[config.mk]
export PLATFORM = sky130hd
export DESIGN_NAME = fmap_writeback
export DESIGN_NICKNAME = d
export VERILOG_FILES = /design/src/rtl/fmap_writeback.sv
export SDC_FILE = /design/constraint.sdc
export NUM_CORES = 1
export LEC_CHECK = 0
export ABC_AREA = 1
export CAP_MARGIN = 20
export CELL_PAD_IN_SITES_DETAIL_PLACEMENT = 1
export CELL_PAD_IN_SITES_GLOBAL_PLACEMENT = 1
export CORE_MARGIN = 2
export CORE_UTILIZATION = 42
export DETAILED_ROUTE_END_ITERATION = 16
export GPL_ROUTABILITY_DRIVEN = 1
export PLACE_DENSITY = 0.87
export REMOVE_ABC_BUFFERS = 1
export SLEW_MARGIN = 15
export SYNTH_ARGS = -nofsm -noshare
export SYNTH_HDL_FRONTEND = slang
export SYNTH_SLANG_ARGS = --single-unit
[constraint.sdc]
create_clock -name clk -period 17.1 [get_ports clk]
set_clock_uncertainty 0.15 [all_clocks]
set_input_delay 4.275 -clock clk [delete_from_list [all_inputs] [get_ports clk]]
set_output_delay 4.275 -clock clk [all_outputs]
set_load 0.02 [all_outputs]
[src/rtl/fmap_writeback.sv]
// fmap_writeback: requantise signed PE results to int8, pack 8 per word, write word pairs to dual-port BRAM
module fmap_writeback #(
  parameter int IN_W  = 16,
  parameter int DW    = 64,
  parameter int AW    = 12,
  parameter int LEN_W = 15
) (
  input  logic             clk,
  input  logic             rst,
  input  logic             start,
  input  logic [AW-1:0]    base_addr,
  input  logic [LEN_W-1:0] len,
  input  logic [3:0]       shift,
  input  logic             relu_en,
  input  logic [IN_W-1:0]  in_data,
  input  logic             in_valid,
  output logic             in_ready,
  output logic [AW-1:0]    addr_a,
  output logic [DW-1:0]    din_a,
  output logic             we_a,
  output logic [AW-1:0]    addr_b,
  output logic [DW-1:0]    din_b,
  output logic             we_b,
  output logic             busy,
  output logic             done
);
  typedef enum logic [1:0] {IDLE, RUN, FLUSH, DONE} state_t;
  localparam logic signed [IN_W-1:0] q_max = IN_W'(127);
  localparam logic signed [IN_W-1:0] q_min = -IN_W'(128);
  state_t state, state_nx;
  logic [LEN_W-1:0] cnt;
  logic [AW-1:0] ptr;
  logic [2:0] lane;
  logic sel, relu_r, acc, last;
  logic [3:0] shift_r;
  logic [DW-1:0] slot0, slot1, s0_new, s1_new, lane_v;
  logic signed [IN_W-1:0] t, t_r;
  logic [7:0] q;
  assign in_ready = state == RUN;
  assign busy = state != IDLE;
  assign done = state == DONE;
  assign acc = in_valid && state == RUN;
  assign last = acc && cnt == LEN_W'(1);
  always_comb begin
    t = $signed(in_data) >>> shift_r;
    t_r = (relu_r && t < 0) ? '0 : t;
    q = (t_r > q_max) ? 8'h7f : (t_r < q_min) ? 8'h80 : t_r[7:0];
    lane_v = DW'(q) << {lane, 3'b000};
    s0_new = sel ? slot0 : slot0 | lane_v;
    s1_new = sel ? slot1 | lane_v : slot1;
  end
  always_comb begin
    state_nx = state;
    case (state)
      IDLE:    if (start) state_nx = (len == '0) ? DONE : RUN;
      RUN:     if (last) state_nx = FLUSH;
      FLUSH:   state_nx = DONE;
      default: state_nx = IDLE;
    endcase
  end
  always_ff @(posedge clk or posedge rst) begin
    if (rst) begin
      state <= IDLE;
      cnt <= '0;
      ptr <= '0;
      lane <= '0;
      sel <= 1'b0;
      slot0 <= '0;
      slot1 <= '0;
      shift_r <= '0;
      relu_r <= 1'b0;
      addr_a <= '0;
      din_a <= '0;
      we_a <= 1'b0;
      addr_b <= '0;
      din_b <= '0;
      we_b <= 1'b0;
    end else begin
      state <= state_nx;
      we_a <= 1'b0;
      we_b <= 1'b0;
      if (state == IDLE && start) begin
        ptr <= base_addr;
        cnt <= len;
        shift_r <= shift;
        relu_r <= relu_en;
        lane <= '0;
        sel <= 1'b0;
        slot0 <= '0;
        slot1 <= '0;
      end
      if (acc) begin
        cnt <= cnt - LEN_W'(1);
        // a completed pair or the job's final byte drains both slots in one write
        if (last || (sel && lane == 3'd7)) begin
          we_a <= 1'b1;
          addr_a <= ptr;
          din_a <= s0_new;
          we_b <= sel;
          if (sel) begin
            addr_b <= ptr + AW'(1);
            din_b <= s1_new;
          end
          ptr <= ptr + AW'(2);
          slot0 <= '0;
          slot1 <= '0;
          sel <= 1'b0;
          lane <= '0;
        end else begin
          slot0 <= s0_new;
          slot1 <= s1_new;
          lane <= lane + 3'd1;
          if (lane == 3'd7) sel <= 1'b1;
        end
      end
    end
  end
endmodule

==> impl_metrics.toml <==
[cts]
cts_max_level = 2
cts_setup_buffers = 0
cts_max_path_buffers = 3
clock-root-buffer = "clkbuf_16"
ctsHoldBuffers = 0
cts_tree = "yes"
clk_pin_slew_worst_paths_ns = 0.06
cts_resized = 0
clk_latency_ns = 0.54
numCtsBuffers = 36
clock_sinks = 320

[yosys]
synthTopCellsByArea = "dfrtp_1 49%, nand2_1 13%, inv_1 3.7%"
synth.distinct_cells = 45
synth_area_leader_cell = "dfrtp_1"
ys.flop_type = "dfrtp_1"
ys_seq_area_frac = 0.492
syn_avg_cell_area_um2 = 8.46
synthTopCellsByCount = "557 x nand2_1, 320 x dfrtp_1, 162 x inv_1, 117 x o21ai_0, 95 x nor2_1"
synthMostInstantiatedCell = "nand2_1"
synth_async_sr_flop_share = 1.00
synth-seq-cells = 320
syn_inst = 1924
synth_top_area_frac = 0.492
synth-edff-count = 0
ys.warnings.count = 0
netlist_area_um2 = 16300

[place]
gp_congestion = 0.860
dpl.hpwl_mm = 32.3
io_buffers = 208
dp_slack_ns = 8.72
placed_cells = 2541

[timing]
maxSlewViolCount = 0
clock.fmax_mhz = 128
slew_headroom = 0.225
tightest_slew_ns = 1.16
period_needed_ns = 7.82
fin_crit_sh = 0.457
rsz0062_at_grt = "no"
final-setup-viol-count = 0
timing.hold.ws_ns = 0.328
tns_ns = 0
layout_setup_ws_ns = 9.28
hold_violations = 0

[min_path]
worstHoldStart = "din_a[25]$_DFFE_PP0P_"
worstHoldPathType = "reg2reg"

[worst_setup_path]
path_class = "in2reg"
r2r_start = "lane[0]$_DFFE_PP0P_"
crit_fanout = 37
end_kind = "flip-flop"
cp.required_ns = 17.38
worst_ep_arrival_time_ns = 8.10
cp-startpoint = "in_valid"
critPathLaunchType = "input pin"

[drt]
finalWirelength_mm = 51.5
first_pass_iters = 5
drt_iter0_drc = 969
drtAntennaViolNets = 0
wl_per_cell_um = 19.8
vias = 14155
viasPerCell = 5.43
drc_errors = 0

[global_route]
grt_usage = 0.257
grt_overflow = 0
grt_pass1_wl_mm = 84.1
grt_pass1_vias = 15807
antenna_found_initial = 0
grt_max_degree = 179

[die]
die_h_um = 201
die_area_um2 = 40300
dieWidth_um = 201
core_um2 = 38500
ioPinCount = 209
rows = 72
start_util = 0.423

[outcome]
status = "finished, final reports clean"

[power]
power_leakage_nw = 9.95
power.density_nw_per_um2 = 126
total_power_w = 0.00250
ir_drop_v = 0.0000720

[final_layout]
multi_input_area_um2 = 7060
area_growth_pct = 21.8
seqCellArea_um2 = 8020
final_cell_count_no_fill = 2605
drive_gt1_frac = 0.113
nets = 2124
fillers = 4474
num_antenna_cells = 0

[job]
cap_violations = 0
report_power, final:
part	internal [W]	switching [W]	leakage, nW
clock	0.000491	0.000323	0.599
combinational	0.000233	0.000566	4.96
sequential	0.000811	0.0000812	4.39
total	0.00153	0.000969	9.95
final timing paths:
| kind | endpoint | slack (ns) | depth (start not counted) |
|---|---|---|---|
| max | din_b[31]$_DFFE_PP0P_ | 9.28 | 11 |
| max reg2reg | din_b[31]$_DFFE_PP0P_ | 12.47 | 10 |
| min in group asynchronous | cnt[9]$_DFFE_PP0P_ | 4.02 | 2 |
| max in group asynchronous | slot1[61]$_DFFE_PP0P_ | 11.44 | 3 |
| min | din_a[25]$_DFFE_PP0P_ | 0.33 | 2 |
| min reg2reg | din_a[25]$_DFFE_PP0P_ | 0.33 | 2 |
critical path, cell delays in order:
cell,delay [ns]
clkdlybuf4s50_1,0.47
nand2_1,0.32
nor2_1,0.20
a21oi_1,0.14
nor2_4,0.56
buf_16,0.25
inv_4,0.19
nor2_4,0.50
buf_4,0.50
inv_2,0.35
o21ai_0,0.29
per-layer routing:
metal / global-route usage / share of wire / vias up
met2: 0.440 / 0.49 / 381
met4: 0.108 / 0.039 / 0
met5: 0 / 0 / -
li1: - / - / 6497
met3: 0.0347 / 0.042 / 134
met1: 0.329 / 0.43 / 7143
layout make-up:
cell class	count	area share
Clock buffer	50	0.0512
Timing Repair Buffer	221	0.113
Tap cell	518	0.0327
Clock inverter	13	0.00998
Multi-Input combinational cell	1316	0.356
Sequential cell	320	0.405
Inverter	167	0.0326
registers in the layout, indices dropped and copies added, names as in the netlist:
signal,count
state,2
ptr,12
shift_r,4
addr_a,12
din_b,64
relu_r,1
din_a,64
slot0,64
cnt,15
sel,1
addr_b,12
we_a,1
we_b,1
slot1,64
lane,3
kinds of logic after synthesis:
family          count (synthesis)  share of synthesized area
xor+xnor                       21                     0.0113
simple gates                  966                      0.288
mux                             1                   0.000692
buf+inv                       288                     0.0750
compound gates                318                      0.126
fa+ha+maj                      10                    0.00769
flops                         320                      0.492
metrics by stage:
stage               area, um^2  utilization
floorplan                15700            -
CTS                      19800        0.514
global placement         18500        0.482
finish                   19800        0.515
detailed placement       18600        0.483
global route             19800        0.515
layout by cell type, fill, tap and decap left out, types with 35 or more instances in the layout:
cell and instances:
inv_1 157, nand4_2 41, clkbuf_16 37, nor2_1 95, o21ai_0 117, nand2_1 555, clkdlybuf4s50_1 208, o21bai_1 35
and2_1 56, o21a_1 56, a21oi_1 46, dfrtp_1 316, or2_2 57, nand3_1 41, nand4_1 75
(Power assumes the default switching activity.)
==> RTL change 1, RTL diff (same settings) <==
Re-encode `state_t` (4 states) as one-hot, 4 bits wide.
--- a/src/rtl/fmap_writeback.sv
+++ b/src/rtl/fmap_writeback.sv
@@ -24,7 +24,7 @@
   output logic             busy,
   output logic             done
 );
-  typedef enum logic [1:0] {IDLE, RUN, FLUSH, DONE} state_t;
+  typedef enum logic [3:0] {IDLE = 4'b0001, RUN = 4'b0010, FLUSH = 4'b0100, DONE = 4'b1000} state_t;
   localparam logic signed [IN_W-1:0] q_max = IN_W'(127);
   localparam logic signed [IN_W-1:0] q_min = -IN_W'(128);
   state_t state, state_nx;
Check against the original RTL: same outputs for any inputs over 4 cycles, from zero or initial values and one cycle with rst high; so few cycles prove little.
==> RTL change 1 against the unedited design <==
- cell count about the same
- routed wire length down 1.3%
- sequential share of layout area up 0.67 points
- utilization up 0.57 points
- area after synthesis down 1.3%
- sequential cell count up 2
- setup slack worse by 0.36 ns
- total power down 6.8%
- largest power group unchanged
- count of clock-buffer cells in the layout up 5
- cell area down 1.0%
- synthesized cell count up 0.31%
- combinational power down 15%
==> RTL change 1: results (changes against the unedited design) <==
| Metric | Value |
|---|---|
| Worst hold endpoint | `din_a[51]$_DFFE_PP0P_` |
| Peak supply drop | `0.0000534 V (-26%)` |
| Slew @ Worst Pin | `0.957 ns (-0.205 ns)` |
| Nets | `2132 (+0.38%)` |
| Router iterations before antenna repair | `7 (+2)` |
| CP max-delay cell | `nor2_8` |
| WL met3 | `2470 µm (+14%)` |
| Vias in the first global route | `15635 (-1.1%)` |
| Critical Path AT | `8.39 ns (+0.29 ns)` |
| Ratio of cells with drive above 1 in the final layout | `9.69% (-1.6 points)` |
| HPWL after DPL | `31400 µm (-2.8%)` |
| Grt met1 use | `32.4% (-0.42 points)` |
| Sequential fraction of the synthesis area | `50.2% (+0.94 points)` |
| First-pass GRT wire length | `82200 µm (-2.2%)` |
| Total wire length | `50900 µm (-1.3%)` |
| Metal-1 WL | `21600 µm (-2.3%)` |
| CP endpoint | `addr_b[0]$_DFFE_PP0P_` |
| Placed insts | `2545 (+0.16%)` |
| Synthesized area per cell | `8.33 µm² (-1.6%)` |
| GR met2 Demand/Resource | `45.9% (+1.9 points)` |
| Hold_sp | `din_a[51]$_DFFE_PP0P_` |
| Leakage | `9.74 nW (-2.1%)` |
| Vias | `14127 (-0.20%)` |
| Outcome | `complete, no violations` |
| Routed length on met2 | `25500 µm (+0.96%)` |
| All-layer global routing usage | `25.9% (+0.23 points)` |
| 1st-iter DRT viols | `833 (-14%)` |
## RTL change 1: logic make-up after synthesis
logic type | synth area share, %
AOI/OAI and AO/OA | 12.8
buffers and inverters | 7.34
xor gates and xnor gates | 1.04
adders and majority gates | 0.467
and+or+nand+nor | 28.1
DFF | 50.2
muxes | 0.0623
## RTL change 1: layout make-up
cell class,instances,area (µm²)
fillers,4459,18100
flip-flops and latches,322,8070
multi-input cells,1315,6840
repair buffers,224,2220
clock buffers,55,1120
inverters,174,669
well taps,511,639
clock inverters,6,58.8
## RTL change 1: through the flow
step	util [%]	cell area [µm²]	hold slack, ns	setup slack [ns]	power [mW]
6_report	52.1	19600	0.330	8.92	2.33
5_1_grt	52.1	19600	0.354	8.64	2.46
4_1_cts	52.0	19600	0.335	8.94	2.34
3_5_place_dp	48.9	18400	0.315	8.46	1.55
3_3_place_gp	48.9	18400	0.314	8.60	1.52
2_1_floorplan	-	15500	0.314	3.76	1.32
==> RTL change 2, RTL diff (same settings) <==
Without the edit above. Change the parameter `DW` from 64 to 96.
--- a/src/rtl/fmap_writeback.sv
+++ b/src/rtl/fmap_writeback.sv
@@ -1,7 +1,7 @@
 // fmap_writeback: requantise signed PE results to int8, pack 8 per word, write word pairs to dual-port BRAM
 module fmap_writeback #(
   parameter int IN_W  = 16,
-  parameter int DW    = 64,
+  parameter int DW    = 96,
   parameter int AW    = 12,
   parameter int LEN_W = 15
 ) (
Interface: changed (resized din_a and din_b); port bits go from 209 to 273. No check against the original RTL was run, so the function may have changed too.
==> RTL change 2 against the unedited design <==
- first-iteration DRC count down 14%
- worst hold slack better by 0.0014 ns
- cell area grew 5.6%
- count of clock-buffer cells in the layout increased by 6
- sequential cell count unchanged
- sequential share of layout area decreased by 2.1 points
- total power increased by 7.7%
- global-route usage decreased by 1.0 points
- routed wire length rose by 3.4%
- setup slack lost 0.33 ns
- area after synthesis rose by 7.6%
- critical path type unchanged
- critical endpoint is now addr_b[8]$_DFFE_PP0P_
- largest cell class unchanged
- highest routed layer unchanged
==> RTL change 2: results (changes against the unedited design) <==
| Metric | Value |
|---|---|
| Slew @ Worst Pin | `1.12 ns (-0.0410 ns)` |
| Primary FF master, synth | `dfrtp_1` |
| 1st-iter DRT viols | `829 (-14%)` |
| Number of vias per cell | `5.31 (-2.2%)` |
| Maximum buffer depth of the clock tree | `3 (unchanged)` |
| Final slew viol count | `0 (unchanged)` |
| Routed length on met2 | `26500 µm (+4.8%)` |
| First-pass GRT wire length | `86400 µm (+2.7%)` |
| Largest net degree at the start of global routing | `170 (-5.0%)` |
| Critical Path AT | `8.39 ns (+0.29 ns)` |
| CTS buffer count | `37 (+2.8%)` |
| WL met3 | `2020 µm (-7.4%)` |
| Leakage | `10.4 nW (+4.9%)` |
| Nets | `2202 (+3.7%)` |
| Post-DR wirelength/cell | `19.7 µm (-0.24%)` |
| Peak supply drop | `0.0000733 V (+1.7%)` |
| HPWL after DPL | `34000 µm (+5.1%)` |
| Synth warn | `0 (unchanged)` |
| Top post-synthesis cells by count | `558 x nand2_1, 320 x dfrtp_1, 164 x inv_1, 106 x o21ai_0, 93 x nor2_1` |
| Synth top area share | `45.7% (-3.5 points)` |
| Outcome | `complete, no violations` |
| Max FO, Critical Path | `35 (-5.4%)` |
| Placer congestion estimate | `0.830 (-3.5%)` |
| Metal-1 WL | `23300 µm (+5.3%)` |
| Max Used Layer | `met4` |
| Netlist cell types | `49 (+8.9%)` |
| All-layer global routing usage | `24.7% (-1.0 points)` |
| Sequential fraction of the synthesis area | `45.7% (-3.5 points)` |
| Vias in the first global route | `15678 (-0.82%)` |
| Placed inst area | `19600 µm² (+5.5%)` |
| Synth area leaders | `dfrtp_1 46%, nand2_1 12%, nand4_4 3.9%, o21bai_2 3.6%, buf_4 3.6%` |
| Mapped Cells | `2003 (+4.1%)` |
| Pre-CTS setup slack | `8.38 ns (-0.343 ns)` |
| FF-to-FF setup slack | `12.41 ns (-0.06 ns)` |
| Ratio of cells with drive above 1 in the final layout | `14.2% (+2.9 points)` |
| Depth of the CTS H-tree | `2 (unchanged)` |
| CTS root buf | `clkbuf_16` |
[RTL change 2: changes by cell type in the layout (fill, tap and decap cells not counted), sizes merged, moves of 3 or more]
cell / delta
a211oi: -3
clkbuf: +6
a21oi: -4
a31oi: +3
o21ai: +12
nand2: +12
nand4: -3
nand3: -7
conb: +64
[RTL change 2: power breakdown]
group	internal, mW	switching (mW)	total [mW]
combinational	0.281	0.619	0.901
sequential	0.812	0.129	0.941
clock	0.525	0.331	0.856
[RTL change 2: kinds of logic after synthesis]
kind of cell             share of synthesized area (%)
flip-flops                                        45.7
adder cells (fa/ha/maj)                          0.715
other                                           0.0214
AO/OA/AOI/OAI                                     12.7
XOR/XNOR                                         0.950
AND/OR/NAND/NOR                                   29.9
buffers and inverters                             10.0
[RTL change 2: area by class of cell]
type,count,area (µm²)
Clock buffer,56,1150
Clock inverter,11,164
Fill cell,4738,20100
Inverter,172,673
Multi-Input combinational cell,1388,7990
Sequential cell,320,8020
Tap cell,532,666
Timing Repair Buffer,221,2260
[RTL change 2: per-stage QoR]
stage               total power [mW]  hold slack, ns  cells
finish                          2.70           0.329   2700
global route                    2.84           0.357   2700
CTS                             2.71           0.336   2699
detailed placement              1.84           0.316   2632
global placement                1.80           0.314   2629
floorplan                       1.57           0.314   1880
[RTL change 2: final timing paths]
check                                           start                    end  cells after the start
worst max-delay path                         in_valid  addr_b[8]$_DFFE_PP0P_                     14
worst min-delay path            din_a[52]$_DFFE_PP0P_  din_a[52]$_DFFE_PP0P_                      2
worst max register to register   state[1]$_DFFE_PP0P_  addr_b[8]$_DFFE_PP0P_                     15
worst min register to register  din_a[52]$_DFFE_PP0P_  din_a[52]$_DFFE_PP0P_                      2
max in group asynchronous                         rst    lane[0]$_DFFE_PP0P_                      3
min in group asynchronous                         rst   state[1]$_DFFE_PP0P_                      2
[RTL change 2: metal layers]
layer | global-route usage (%) | vias to the layer above
li1 | - | 6612
met1 | 31.8 | 7294
met2 | 42.9 | 333
met3 | 3.26 | 104
met4 | 8.19 | 0
met5 | 0 | -
[RTL change 2: critical path: stages]
cell and delay (ns):
clkdlybuf4s50_1 0.47, nand2_1 0.39, nor4_2 0.39, nand3_1 0.12, nand2_1 0.09, inv_2 0.08, nor2_4 0.54, buf_16 0.25
inv_4 0.12, nor2_4 0.52, buf_4 0.51, inv_2 0.35, nand2_1 0.15, o21ai_1 0.08
